### config.mk
export PLATFORM = sky130hd
export DESIGN_NAME = vga_fb_arbiter
export DESIGN_NICKNAME = d
export VERILOG_FILES = /design/src/rtl/vga_fb_arbiter.sv
export SDC_FILE = /design/constraint.sdc
export NUM_CORES = 1
export LEC_CHECK = 0
export CAP_MARGIN = 20
export CORE_MARGIN = 2
export CORE_UTILIZATION = 60
export DETAILED_ROUTE_END_ITERATION = 7
export DONT_BUFFER_PORTS = 1
export GPL_TIMING_DRIVEN = 0
export PLACE_DENSITY = 0.76
export REMOVE_ABC_BUFFERS = 1
export SYNTH_ARGS = -nofsm -noshare
export SYNTH_HDL_FRONTEND = slang
export SYNTH_SLANG_ARGS = --single-unit
### constraint.sdc
create_clock -name VGA_CLK -period 5.9 [get_ports VGA_CLK]
set_input_delay 1.18 -clock VGA_CLK [delete_from_list [all_inputs] [get_ports VGA_CLK]]
set_output_delay 1.18 -clock VGA_CLK [all_outputs]
set_load 0.05 [all_outputs]
### src/rtl/vga_fb_arbiter.sv
// Framebuffer RAM arbiter: display prefetch into a small show-ahead pixel FIFO vs. an external writer.
// Optional build macro FB_DOUBLE_BUFFER_EN adds a second bank with frame-aligned display swap.
module vga_fb_arbiter #(
  parameter int ADDR_W       = 19,
  parameter int DATA_W       = 12,
  parameter int FRAME_PIXELS = 480000,
  parameter int FIFO_DEPTH   = 16,
  parameter int LOW_WATER    = 8
) (
  input  logic              VGA_CLK,
  input  logic              RESET,
  input  logic              FRAME_START,
  input  logic              PIX_POP,
  output logic [DATA_W-1:0] PIX_DATA,
  output logic              PIX_EMPTY,
  output logic              UNDERFLOW,
  input  logic              WR_VALID,
  output logic              WR_READY,
  input  logic [ADDR_W-1:0] WR_ADDR,
  input  logic [DATA_W-1:0] WR_DATA,
`ifdef FB_DOUBLE_BUFFER_EN
  input  logic              SWAP_REQ,
  output logic              DISP_BANK,
  input  logic              WR_BANK,
  output logic [ADDR_W:0]   MEM_ADDR,
`else
  output logic [ADDR_W-1:0] MEM_ADDR,
`endif
  output logic [DATA_W-1:0] MEM_WDATA,
  output logic              MEM_WE,
  input  logic [DATA_W-1:0] MEM_RDATA
);

`ifdef FB_DOUBLE_BUFFER_EN
  localparam int MEM_AW = ADDR_W + 1;
`else
  localparam int MEM_AW = ADDR_W;
`endif
  localparam int PTR_W = $clog2(FIFO_DEPTH);
  localparam int CNT_W = PTR_W + 1;
  localparam int RES_W = PTR_W + 2;
  localparam logic [RES_W-1:0]  LOW_WATER_R = RES_W'(LOW_WATER);
  localparam logic [RES_W-1:0]  DEPTH_R     = RES_W'(FIFO_DEPTH);
  localparam logic [CNT_W-1:0]  DEPTH_C     = CNT_W'(FIFO_DEPTH);
  localparam logic [ADDR_W-1:0] LAST_ADDR   = ADDR_W'(FRAME_PIXELS - 1);

  typedef enum logic [1:0] {ST_IDLE, ST_FILL, ST_DONE} state_t;

  state_t              state_reg;
  logic [ADDR_W-1:0]   fetch_addr_reg;
  logic [PTR_W-1:0]    wr_ptr_reg;
  logic [PTR_W-1:0]    rd_ptr_reg;
  logic [CNT_W-1:0]    count_reg;
  logic                rd_v1_reg;
  logic                rd_v2_reg;
  logic                underflow_reg;
  logic [MEM_AW-1:0]   mem_addr_reg;
  logic [DATA_W-1:0]   mem_wdata_reg;
  logic                mem_we_reg;
  logic [DATA_W-1:0]   fifo_mem [FIFO_DEPTH];

  logic [RES_W-1:0]    res_occ;
  logic                grant_rd;
  logic                grant_wr;
  logic                fifo_empty;
  logic                push_en;
  logic                pop_en;
  logic                last_fetch;
  logic [MEM_AW-1:0]   rd_mem_addr;
  logic [MEM_AW-1:0]   wr_mem_addr;

  // Reads already in flight count against FIFO space so a returning word always has room.
  assign res_occ    = RES_W'(count_reg) + RES_W'(rd_v1_reg) + RES_W'(rd_v2_reg);
  assign fifo_empty = (count_reg == '0);
  assign push_en    = rd_v2_reg && !FRAME_START;
  assign pop_en     = PIX_POP && !fifo_empty && !FRAME_START;
  assign last_fetch = (fetch_addr_reg == LAST_ADDR);

  always_comb begin
    grant_rd = 1'b0;
    grant_wr = 1'b0;
    if (RESET || FRAME_START) begin
      grant_rd = 1'b0;
    end else if (state_reg == ST_FILL && res_occ < LOW_WATER_R) begin
      grant_rd = 1'b1;
    end else if (WR_VALID) begin
      grant_wr = 1'b1;
    end else if (state_reg == ST_FILL && res_occ < DEPTH_R) begin
      grant_rd = 1'b1;
    end
  end

`ifdef FB_DOUBLE_BUFFER_EN
  logic swap_pend_reg;
  logic disp_bank_reg;

  // A requested swap waits for the frame boundary so a frame never mixes banks.
  always_ff @(posedge VGA_CLK) begin
    if (RESET) begin
      swap_pend_reg <= 1'b0;
      disp_bank_reg <= 1'b0;
    end else if (FRAME_START) begin
      if (swap_pend_reg) begin
        disp_bank_reg <= ~disp_bank_reg;
      end
      swap_pend_reg <= SWAP_REQ;
    end else if (SWAP_REQ) begin
      swap_pend_reg <= 1'b1;
    end
  end

  assign DISP_BANK   = disp_bank_reg;
  assign rd_mem_addr = {disp_bank_reg, fetch_addr_reg};
  assign wr_mem_addr = {WR_BANK, WR_ADDR};
`else
  assign rd_mem_addr = fetch_addr_reg;
  assign wr_mem_addr = WR_ADDR;
`endif

  always_ff @(posedge VGA_CLK) begin
    if (RESET) begin
      state_reg      <= ST_IDLE;
      fetch_addr_reg <= '0;
      wr_ptr_reg     <= '0;
      rd_ptr_reg     <= '0;
      count_reg      <= '0;
      rd_v1_reg      <= 1'b0;
      rd_v2_reg      <= 1'b0;
      underflow_reg  <= 1'b0;
      mem_addr_reg   <= '0;
      mem_wdata_reg  <= '0;
      mem_we_reg     <= 1'b0;
    end else begin
      mem_we_reg <= grant_wr;
      if (grant_wr) begin
        mem_addr_reg  <= wr_mem_addr;
        mem_wdata_reg <= WR_DATA;
      end else if (grant_rd) begin
        mem_addr_reg  <= rd_mem_addr;
      end

      if (PIX_POP && fifo_empty && !FRAME_START) begin
        underflow_reg <= 1'b1;
      end

      if (FRAME_START) begin
        // Flush: in-flight returns are dropped by clearing their valids.
        state_reg      <= ST_FILL;
        fetch_addr_reg <= '0;
        wr_ptr_reg     <= '0;
        rd_ptr_reg     <= '0;
        count_reg      <= '0;
        rd_v1_reg      <= 1'b0;
        rd_v2_reg      <= 1'b0;
      end else begin
        rd_v1_reg <= grant_rd;
        rd_v2_reg <= rd_v1_reg;
        if (grant_rd) begin
          if (last_fetch) begin
            state_reg <= ST_DONE;
          end else begin
            fetch_addr_reg <= fetch_addr_reg + ADDR_W'(1);
          end
        end
        if (push_en) begin
          wr_ptr_reg <= wr_ptr_reg + PTR_W'(1);
        end
        if (pop_en) begin
          rd_ptr_reg <= rd_ptr_reg + PTR_W'(1);
        end
        case ({push_en, pop_en})
          2'b10:   count_reg <= count_reg + CNT_W'(1);
          2'b01:   count_reg <= count_reg - CNT_W'(1);
          default: count_reg <= count_reg;
        endcase
      end
    end
  end

  always_ff @(posedge VGA_CLK) begin
    if (push_en) begin
      fifo_mem[wr_ptr_reg] <= MEM_RDATA;
    end
  end

  // Reservation makes a push into a full FIFO impossible; flag it if it ever happens.
  always_ff @(posedge VGA_CLK) begin
    if (!RESET && push_en && !pop_en) begin
      assert (count_reg != DEPTH_C);
    end
  end

  assign PIX_DATA  = fifo_empty ? '0 : fifo_mem[rd_ptr_reg];
  assign PIX_EMPTY = fifo_empty;
  assign UNDERFLOW = underflow_reg;
  assign WR_READY  = WR_VALID && grant_wr;
  assign MEM_ADDR  = mem_addr_reg;
  assign MEM_WDATA = mem_wdata_reg;
  assign MEM_WE    = mem_we_reg;

endmodule

==> qor.csv <==
metric,value,unit
outcome,"finished, final reports clean",
number of port buffers,0,
Hold Crit Class,flop to flop,
Synth Register Bits,265,
initial antenna violation count,0,
Setup CP Type,primary input to output port,
Cell Rows,48,
period utilization,73.4,%
crit path max fanout,22,
Die Wd,137,um
Final Util,68.4,%
vias in the first global route,6040,
Post-synth EDFFs,192,
final setup fails,0,
grt ovf,0,
ANT nets after route,0,
Post-CTS Repair Setup Buffers,0,
max FFs per register,192,
Unique masters post-synth,49,
Die ar.,18700,sq um
fin crit period,4.33,ns
RSZ-0062 raised after global routing,false,
Fmax,231,MHz
Post-Layout Cell Count,914,
LEAKAGE,0.00374,uW
Syn Inst Count,666,
nets@finish,729,
initial core utilization,61.3,%
vias per inst,6.49,
final worst-path setup slack,1.57,ns
PD cells,312,nW/um^2
routed len/inst,24.5,um
share of cells above drive strength 1,19.4,%
"Cell Area, Synth",10600,sq um
Root Driver,clkbuf_16,
YS warnings,0,
register area share after synthesis,68.2,%
GRT Util Overall,24.6,%
first-pass GRT wire length,34.1,mm
Place WS,1.65,ns
worst-skew pair later-pin latency,0.52,ns
post-cts sizing count,0,
final hold vios,0,
Fin Clk Skew,0.0199,ns
I/O Pins,95,
Sink Count,265,
worst endpoint data arrival time,3.15,ns
Slew @ Worst Pin,1.07,ns
DRT Wirelength,22.4,mm
routability congestion estimate,0.807,
initial DRC count,495,
worst rel slew slack,28.4,%
Main synth FF type,edfxtp_1,
ys async rst share,0,%
Num CTS Buffers,26,
via count,5929,
Max Root-Sink Buffers,3,
hold buffers post-CTS,0,
VDD IR max,258,uV
Diodes inserted,0,
count of max-cap constraint violations,0,
core footprint,17300,sq um
TritonRoute pass-1 iters,5,
setup_tns,0,ns
number of H-tree levels,1,
Hold Slack,0.477,ns
die height,137,um
Avg Inst Size Synth,15.9,sq um
fin. max-slew vios,0,
WP data required,4.72,ns
"CTS clk-pin slew, worst paths",0.06,ns
CP endpoint kind,output port,
post-route DRC violation count,0,
DP HPWL,13.8,mm
CP startpoint kind,primary input,
largest net degree at the start of global routing,46,
CTS tree,built,
Synth-to-Final Area Change,11.6,%
placed instance count,866,
metrics by stage:
stage | total power, uW | cell area (sq um)
after global placement | 2110 | 10700
after floorplan | 2100 | 10400
after global routing | 3770 | 11800
after CTS | 3700 | 11800
after detailed placement | 2110 | 11000
final | 3690 | 11800
power breakdown:
part | leakage [uW] | internal [uW] | total [uW] | switching [uW]
Combinational | 0.00100 | 13.6 | 37.8 | 24.2
Clock | 0.000423 | 953 | 1610 | 661
Sequential | 0.00232 | 2000 | 2040 | 34.0
Total | 0.00374 | 2970 | 3690 | 719
cell usage after synthesis (3+ instances only):
master,count,area [sq um]
a21oi_1,35,175
nand2b_1,3,18.8
or3_1,3,18.8
dfxtp_1,73,1460
and3_1,6,37.5
a22oi_1,19,143
a21o_1,3,22.5
o31ai_1,8,60.1
buf_1,4,15.0
nand3_1,29,145
nor2b_1,15,93.8
and2_1,3,18.8
edfxtp_1,192,5770
nand2_1,39,146
or4_1,8,60.1
nand3b_1,12,90.1
nor2_1,35,131
nor3_1,6,30.0
mux2i_1,6,60.1
o21ai_0,4,20.0
ha_1,11,138
inv_1,13,48.8
clkbuf_1,26,97.6
buf_2,7,35.0
mux4_2,60,1350
xor2_1,8,70.1
xnor2_1,3,26.3
nand4_1,7,43.8
logic make-up (layout without fill, tap and decap cells):
family,count (synthesis),after routing,synth area share (%)
flip-flops,265,265,68.2
XOR/XNOR,11,11,0.909
AND/OR/NAND/NOR,176,176,8.75
buffers and inverters,53,76,2.10
adder cells (fa/ha/maj),12,12,1.49
AO/OA/AOI/OAI,83,83,5.25
multiplexers,66,66,13.3
final cells by class:
type                            count  area, sq um
Clock inverter                      5         22.5
Multi-Input combinational cell    348         3200
Timing Repair Buffer               14          210
Fill cell                        1115         5470
Tap cell                          225          282
Sequential cell                   265         7230
Inverter                           14         52.6
Clock buffer                       43          828
cells in the final DEF (no fill, tap or decap), drive strengths merged, types with 3 or more instances in the layout:
| cell type | synthesis | final |
|---|---|---|
| xor2 | 8 | 8 |
| dfxtp | 73 | 73 |
| o311ai | 3 | 3 |
| xnor2 | 3 | 3 |
| nand3 | 29 | 29 |
| a22oi | 19 | 19 |
| o21ai | 4 | 4 |
| o31ai | 8 | 8 |
| nor4 | 3 | 3 |
| nand2b | 3 | 3 |
| clkbuf | 26 | 43 |
| clkinv | 1 | 6 |
| nand4 | 7 | 7 |
| nand2 | 40 | 40 |
| and2 | 3 | 3 |
| buf | 13 | 14 |
| edfxtp | 192 | 192 |
| mux2i | 6 | 6 |
| nor2b | 15 | 15 |
| nor2 | 35 | 35 |
| a21o | 3 | 3 |
| mux4 | 60 | 60 |
| ha | 11 | 11 |
| nand3b | 12 | 12 |
| a21oi | 35 | 35 |
| or4 | 8 | 8 |
| or3 | 3 | 3 |
| inv | 13 | 13 |
| nor3 | 6 | 6 |
| and3 | 6 | 6 |
path summary, 6_finish.rpt:
kind | depth (start not counted) | slack (ns) | start | to
worst min register to register | 2 | 0.48 | state_reg[0] | state_reg[0]
worst max register to register | 7 | 2.61 | count_reg[0] | fetch_addr_reg[15]
worst min-delay path | 2 | 0.48 | state_reg[0] | state_reg[0]
worst max-delay path | 5 | 1.57 | FRAME_START | WR_READY
worst max-delay path: stages:
cell and delay, ns:
nor2_1 0.67, o311ai_4 0.40, buf_8 0.27, inv_1 0.37, buf_16 0.24
metal layers:
| layer | GRT usage [%] | up-vias | part of all wire, % |
|---|---|---|---|
| met3 | 4.30 | 43 | 7.0 |
| met5 | 0 | - | 0 |
| met1 | 32.8 | 3029 | 39 |
| met4 | 7.45 | 0 | 2.6 |
| li1 | - | 2622 | - |
| met2 | 41.9 | 235 | 51 |
No activity file was read; power rests on OpenSTA's default activity.
